**config.mk**
```make
export PLATFORM = sky130hd
export DESIGN_NAME = divider_unsigned_seq
export DESIGN_NICKNAME = d
export VERILOG_FILES = /design/src/rtl/arith_pkg.sv /design/src/rtl/divider_unsigned_step.sv /design/src/rtl/divider_unsigned_seq.sv
export SDC_FILE = /design/constraint.sdc
export NUM_CORES = 1
export LEC_CHECK = 0
export ABC_AREA = 1
export BUFFER_PORTS_ARGS = -buffer_cell sky130_fd_sc_hd__buf_2
export CAP_MARGIN = 25
export CORE_UTILIZATION = 55
export DETAILED_ROUTE_END_ITERATION = 10
export GPL_TIMING_DRIVEN = 0
export PLACE_DENSITY = 0.8
export SETUP_SLACK_MARGIN = 0.4
export SYNTH_ARGS = -nofsm -noshare
export SYNTH_HDL_FRONTEND = slang
export SYNTH_SLANG_ARGS = --single-unit
export TNS_END_PERCENT = 20
```
**constraint.sdc**
```tcl
create_clock -name clk -period 2.3 [get_ports clk]
set_input_delay 0.46 -clock clk [delete_from_list [all_inputs] [get_ports clk]]
set_output_delay 0.46 -clock clk [all_outputs]
set_load 0.05 [all_outputs]
```
**src/rtl/arith_pkg.sv**
```systemverilog
// Shared arithmetic-library definitions.
//   div_state_t : control states of the iterative divider.
//   cnt_width() : width of a down-counter that must hold the value `width`.
package arith_pkg;

  typedef enum logic [1:0] {
    IDLE = 2'd0,
    RUN  = 2'd1,
    DONE = 2'd2
  } div_state_t;

  // Usable in localparam expressions: bits needed to hold 0..width.
  function automatic int cnt_width(input int width);
    return $clog2(width + 1);
  endfunction

endpackage

```
**src/rtl/divider_unsigned_step.sv**
```systemverilog
// One restoring-division step, purely combinational.
//   rem      : partial remainder entering the step (always < divisor)
//   q        : quotient shift register; its MSB is the next dividend bit
//   divisor  : nonzero divisor
//   rem_next : partial remainder after the step
//   q_next   : quotient register shifted left with the new quotient bit
module divider_unsigned_step #(
  parameter int WIDTH = 8
) (
  input  logic [WIDTH-1:0] rem,
  input  logic [WIDTH-1:0] q,
  input  logic [WIDTH-1:0] divisor,
  output logic [WIDTH-1:0] rem_next,
  output logic [WIDTH-1:0] q_next
);

  logic [WIDTH:0] shifted;
  logic [WIDTH:0] trial;

  always_comb begin
    shifted = {rem, q[WIDTH-1]};
    trial   = shifted - {1'b0, divisor};
    // A negative trial (bit WIDTH set) restores the shifted value. Either
    // way the kept value is below the divisor, so its top bit is zero and
    // only WIDTH bits need to travel back to the register.
    if (!trial[WIDTH]) begin
      rem_next = trial[WIDTH-1:0];
      q_next   = {q[WIDTH-2:0], 1'b1};
    end else begin
      rem_next = shifted[WIDTH-1:0];
      q_next   = {q[WIDTH-2:0], 1'b0};
    end
  end

endmodule

```
**src/rtl/divider_unsigned_seq.sv**
```systemverilog
// Iterative radix-2 restoring unsigned divider, WIDTH cycles per result.
//   clk, rst             : clock, synchronous active-high reset
//   in_valid / in_ready  : operand handshake (accepted only in IDLE)
//   dividend, divisor    : operands, sampled on accept
//   out_valid / out_ready: result handshake (result held until taken)
//   quotient, remainder  : result; divide by zero gives all ones / dividend
//   div_zero             : result came from a zero divisor
module divider_unsigned_seq
  import arith_pkg::*;
#(
  parameter int WIDTH = 8
) (
  input  logic             clk,
  input  logic             rst,
  input  logic             in_valid,
  output logic             in_ready,
  input  logic [WIDTH-1:0] dividend,
  input  logic [WIDTH-1:0] divisor,
  output logic             out_valid,
  input  logic             out_ready,
  output logic [WIDTH-1:0] quotient,
  output logic [WIDTH-1:0] remainder,
  output logic             div_zero
);

  localparam int CW = cnt_width(WIDTH);

  div_state_t       state_q, state_d;
  logic [WIDTH-1:0] rem_q, q_q, dvsr_q;
  logic [CW-1:0]    cnt_q;
  logic             dz_q;
  logic             accept;
  logic [WIDTH-1:0] rem_step, q_step;

  divider_unsigned_step #(.WIDTH(WIDTH)) u_step (
    .rem      (rem_q),
    .q        (q_q),
    .divisor  (dvsr_q),
    .rem_next (rem_step),
    .q_next   (q_step)
  );

  // NOTE: every combinational output gets a default before the case so no
  // path leaves it unassigned and no latch is inferred.
  always_comb begin
    state_d   = state_q;
    in_ready  = 1'b0;
    out_valid = 1'b0;
    accept    = 1'b0;
    case (state_q)
      IDLE: begin
        in_ready = 1'b1;
        if (in_valid) begin
          accept  = 1'b1;
          state_d = (divisor == '0) ? DONE : RUN;
        end
      end
      RUN: begin
        if (cnt_q == CW'(1)) state_d = DONE;
      end
      DONE: begin
        out_valid = 1'b1;
        if (out_ready) state_d = IDLE;
      end
      default: state_d = IDLE;
    endcase
  end

  // NOTE: registers use non-blocking assignments so every flop samples the
  // pre-edge values, independent of statement order.
  always_ff @(posedge clk) begin
    if (rst) state_q <= IDLE;
    else     state_q <= state_d;
  end

  // NOTE: the datapath is reset as well as the FSM, because the outputs
  // are driven straight from these registers and must read zero after reset.
  always_ff @(posedge clk) begin
    if (rst) begin
      rem_q  <= '0;
      q_q    <= '0;
      dvsr_q <= '0;
      cnt_q  <= '0;
      dz_q   <= 1'b0;
    end else if (accept) begin
      dvsr_q <= divisor;
      if (divisor == '0) begin
        rem_q <= dividend;
        q_q   <= '1;
        cnt_q <= '0;
        dz_q  <= 1'b1;
      end else begin
        rem_q <= '0;
        q_q   <= dividend;
        cnt_q <= CW'(WIDTH);
        dz_q  <= 1'b0;
      end
    end else if (state_q == RUN) begin
      rem_q <= rem_step;
      q_q   <= q_step;
      cnt_q <= cnt_q - CW'(1);
    end
  end

  assign quotient  = q_q;
  assign remainder = rem_q;
  assign div_zero  = dz_q;

endmodule

```
Word-level counts from Yosys, hierarchy flattened --
Cells that the tools add are included.
Storage, ports and cells: register bits after elaboration 31, latch bits 0, RAM bits 0, bits in read-only memories 0, output and inout bits 19, word-level logic and storage cells 39, memories 0
Operators by class: add/sub/neg operators 2, multiply operators 0, div/mod/pow operators 0, $lt $le $gt $ge 0, equality and inequality tests 6, shifts and indexed selects 0, mux-type cells 21, bitwise gates (word level) 0, reduce and logical (&&, ||, !) cells 4
Operators by type and width (count):
- 8-bit 2-to-1 mux | 7
- 4-bit 2-to-1 mux | 3
- 9-bit by 8-bit subtractor with 9-bit output | 1
- 8-bit zero test | 1
- 2-bit 2-to-1 mux | 4
- 1-bit 2-to-1 mux | 6
- 2-bit inequality test (second input constant) | 3
- 2-bit case mux with 3 select lines | 1
- 4-bit by 1-bit == test with 1-bit output (second input constant) | 1
- 4-bit by 1-bit subtractor with 4-bit output (second input constant) | 1
- 3-bit AND reduction | 1
- 2-bit by 1-bit == test with 1-bit output (second input constant) | 1
- 2-bit == test (second input constant) | 1
- 2-bit zero test | 1
- 2-bit nonzero test | 1

Depth between registers and ports, before layout --
depth in word-level cells 4, mapped depth 14, depth with buffers taken out 14

Cells and area by module --
Synthesis repeated with hierarchy kept, for this count alone.
Unflattened totals: cells, all modules 308, area total of the unflattened synthesis 2115.8 um^2
Modules (own cells, without submodules):
- divider_unsigned_seq | instances 1, cells an instance 196, area each 1472.7 um^2, seq. area each 620.6 um^2
- divider_unsigned_step | instances 1, cells an instance 112, area each 643.1 um^2, seq. area each 0.0 um^2

Worst setup path after synthesis --
No wires, ideal clock.
kind reg2reg, start register q_q[7], in the netlist quotient[7], end register q_q[0], in the netlist quotient[0], library setup time 0.109 ns, arrival time 1.939 ns, data required time 2.191 ns, slack 0.252 ns, cell stages (with the launch flop) 14, period minus slack after synthesis 2.048 ns, cells stage by stage dfxtp_1 -> inv_1 -> ha_1 -> inv_1 -> fa_1 -> nand2_1 -> nand2_1 -> nand3_2 -> nand3_2 -> nand2_2 -> nand2_1 -> nand3_1 -> nand2_1 -> inv_1
On the way: longest elaborated chain between the ends 4
RTL lines:
- start, declared | RTL line divider_unsigned_seq.sv:29 | logic [WIDTH-1:0] rem_q, q_q, dvsr_q;
- start signal, assigned | RTL line divider_unsigned_seq.sv:94 | q_q <= dividend;
- start signal, assigned | RTL line divider_unsigned_seq.sv:100 | q_q <= q_step;
- 9-bit by 8-bit subtractor with 9-bit output | RTL line divider_unsigned_step.sv:22 | trial = shifted - {1'b0, divisor};
- 1-bit 2-to-1 mux | RTL line divider_unsigned_step.sv:26 | if (!trial[WIDTH]) begin
- 8-bit 2-to-1 mux | RTL line divider_unsigned_seq.sv:98 | end else if (state_q == RUN) begin
- 8-bit 2-to-1 mux | RTL line divider_unsigned_seq.sv:85 | end else if (accept) begin
No other way between the ends. The select of a mux whose other input is x is not followed. A chain may end at the register's enable or synchronous reset.

Worst setup path after layout --
start register q_q[7], in the netlist quotient[7], end register rem_q[1], in the netlist remainder[1]
On the way: longest elaborated chain between the ends 4
RTL lines:
- 9-bit by 8-bit subtractor with 9-bit output | RTL line divider_unsigned_step.sv:22
- 8-bit 2-to-1 mux | RTL line divider_unsigned_step.sv:26
- 8-bit 2-to-1 mux | RTL line divider_unsigned_seq.sv:98
- 8-bit 2-to-1 mux | RTL line divider_unsigned_seq.sv:85
- end signal, assigned | RTL line divider_unsigned_seq.sv:88 | rem_q <= dividend;
- end signal, assigned | RTL line divider_unsigned_seq.sv:99 | rem_q <= rem_step;
- end, declared | RTL line divider_unsigned_seq.sv:29
No other way between the ends. The select of a mux whose other input is x is not followed.

==> impl_metrics.tcl <==
set metrics [dict create \
    status "finished, final reports clean" \
    grt_pass1_vias 1885 \
    ys_warn_count 0 \
    slowest_stage "dfxtp_4" \
    drc_errors 0 \
    cts_tree "built" \
    finalPower_uw 2710 \
    place.gp.congestion 0.851 \
    min_delay_worst_endpoint "state_q[1]" \
    cp_num_buf_inv 3 \
    syn_nets 320 \
    n_antenna_cell 0 \
    die_x_um 62.3 \
    hold_ws_ns 0.367 \
    yosys_register_bits 31 \
    wl_per_cell_um 13.4 \
    synthCells 289 \
    cp-end-kind "flop" \
    r2r_end "remainder[1]" \
    leakagePower_uw 0.00121 \
    rsz0062_at_grt "no" \
    drt_iter0_markers 111 \
    vias 2090 \
    slew_headroom_pct 61.1 \
    routed_wl_um 5170 \
    reg2reg_slack_ns 0.44 \
    ioPinCount 39 \
    clockRootBuffer "clkbuf_4" \
    ys_seq_area_share_pct 31.1 \
    overflow 0 \
    dieHeight_um 62.3 \
    fmax_ghz 0.539 \
    critPathKind "flop to flop" \
    cpLargestDelayFamily "simple AND/OR/NAND/NOR gates" \
    dr.pass1.iters 4 \
    mostFrequentLayoutCells "nand2_1, buf_2, inv_1" \
    via_per_inst 5.40 \
    worstReg2RegStart "quotient[7]" \
    critPathMaxFanout 6 \
    dieArea_mm2 0.00388 \
    area_growth_pct 25.2 \
    cts_inserted_buffers 5 \
    drive_gt1_share_pct 29.3 \
    crit_path_max_incr_delay_ns 0.36 \
    hold_start "rst" \
    final_common_cell "nand2_1" \
    cts_buffer_depth 2 \
    crit_top_cell "nand2_4" \
    cts.htree.levels 2 \
    numClockSinks 31 \
    antenna_found_initial 0 \
    required_ns 2.54 \
    synth_cell_types 31 \
    max_cap_viol_count 0 \
    setup_viol 0 \
    crit_chain "inv_4, ha_4, inv_2, fa_2, nand2_2, nand2_4, nand3_4, nand2_4, nand2_8, buf_6, nand3b_1, nand3_1, a21oi_1" \
    grt_max_degree 11 \
    path_clk_slew_ns 0.10 \
    fp-row-count 21 \
    syn-cell-area_mm2 0.00200 \
    port-buffer-count 38 \
    place_hpwl_um 3830 \
    final_nets 371 \
    coreArea_mm2 0.00342 \
    hold_depth 2 \
    critPathLaunchType "flop" \
    start_util_pct 58.5 \
    slew_violations 0 \
    grt_pass1_wl_um 8310 \
    reg2regPathDepth 13 \
    drtAntennaViolNets 0 \
    setup_tns_ns 0 \
    nFillCells 283 \
    syn_area_per_cell_um2 6.91 \
    hold_viol_final 0 \
    period_share_pct 80.7 \
    clk_latency_ns 0.34 \
    period_minus_slack_ns 1.86 \
    grt_usage_pct 27.1 \
    tightestPinTransition_ns 0.579 \
    finClkSkew_ns 0.00805 \
    power.density_mw_per_mm2 1080 \
    critPathArrivalTime_ns 2.10 \
    peakVddDrop_mv 0.643 \
    holdCritPathClass "input port to flop" \
]
[routing by layer]
layer / vias to the layer above / share of wire [%] / global-route usage (%)
li1: 1055 / - / -
met1: 962 / 44 / 33.1
met2: 61 / 49 / 48.4
met3: 12 / 4.3 / 4.96
met4: 0 / 2.0 / 7.85
met5: - / 0 / 0
[per-stage QoR]
stage | util, % | setup WS, ns | std cells | cell area, um^2
after floorplan | - | 0.403 | 289 | 2010
after global placement | 66.2 | 0.311 | 373 | 2260
after detailed placement | 66.2 | 0.259 | 373 | 2260
after CTS | 70.4 | 0.406 | 385 | 2410
after global routing | 73.3 | 0.339 | 387 | 2500
final | 73.3 | 0.445 | 387 | 2500
[cell families (layout without fill, tap and decap cells)]
logic type / Yosys count / after routing / synth area share, %
and+or+nand+nor: 121 / 122 / 29.6
AOI/OAI and AO/OA: 68 / 68 / 18.9
buffers and inverters: 56 / 107 / 12.3
DFF: 31 / 31 / 31.1
adders and majority gates: 11 / 11 / 7.26
xor gates and xnor gates: 2 / 2 / 0.877
[repair_timing]
action,CTS,global route
resized for setup,8,16
endpoints found under the hold margin,0,0
hold buffers,0,0
endpoints found under the setup margin,9,9
pin swaps,3,7
setup buffers,4,1
gates cloned,0,1
[worst reg2reg max path, cell delays in order, from the launching register on]
cell,delay [ns]
dfxtp_4,0.36
inv_4,0.06
ha_4,0.12
inv_2,0.04
fa_2,0.34
nand2_2,0.09
nand2_4,0.07
nand3_4,0.14
nand2_4,0.09
nand2_8,0.10
buf_6,0.10
nand3b_1,0.10
nand3_1,0.10
a21oi_1,0.06
[sequential cells by signal (all words and copies together), names as in the netlist]
name       flops
quotient       8
dvsr_q         8
div_zero       1
remainder      8
state_q        2
cnt_q          4
[how the worst max path moves through the flow]
stage	slack (ns)	cells after the start	end	from
after detailed placement	0.26	14	quotient[0]	quotient[7]
final	0.44	13	remainder[1]	quotient[7]
after global placement	0.31	14	quotient[0]	quotient[7]
after CTS	0.41	13	remainder[2]	quotient[7]
after global routing	0.34	11	remainder[2]	dvsr_q[5]
after floorplan	0.40	14	quotient[0]	quotient[7]
[power breakdown]
part	leakage (uW)	switching, uW	internal (uW)	total, uW
sequential	0.000259	88.3	628	716
clock	0.0000464	200	213	413
combinational	0.000907	1010	574	1590
total	0.00121	1300	1410	2710
[synth_stat cells (all sizes together)]
cell type	instances	area [um^2]
nand3	34	180
xnor2	1	8.76
a21oi	31	174
clkbuf	2	7.51
o211ai	1	12.5
or2	2	15.0
xor2	1	8.76
buf	7	52.5
nand3b	8	60.1
a211oi	1	7.51
nor2	17	90.1
ha	10	125
fa	1	20.0
inv	47	186
dfxtp	31	621
nand2	60	245
o22ai	7	43.8
o21ai	28	140
[cell type report]
| class | instances | area [um^2] | share of cell area, % |
|---|---|---|---|
| timing repair buffer | 43 | 235 | 9.40 |
| clock buffer | 7 | 76.3 | 3.05 |
| multi-input combinational | 203 | 1250 | 50.0 |
| tap | 46 | 57.6 | 2.30 |
| clock inverter | 1 | 5.00 | 0.200 |
| sequential | 31 | 629 | 25.2 |
| inverter | 47 | 189 | 7.55 |
| buffer | 9 | 60.1 | 2.40 |
No activity file was read; power rests on OpenSTA's default activity.
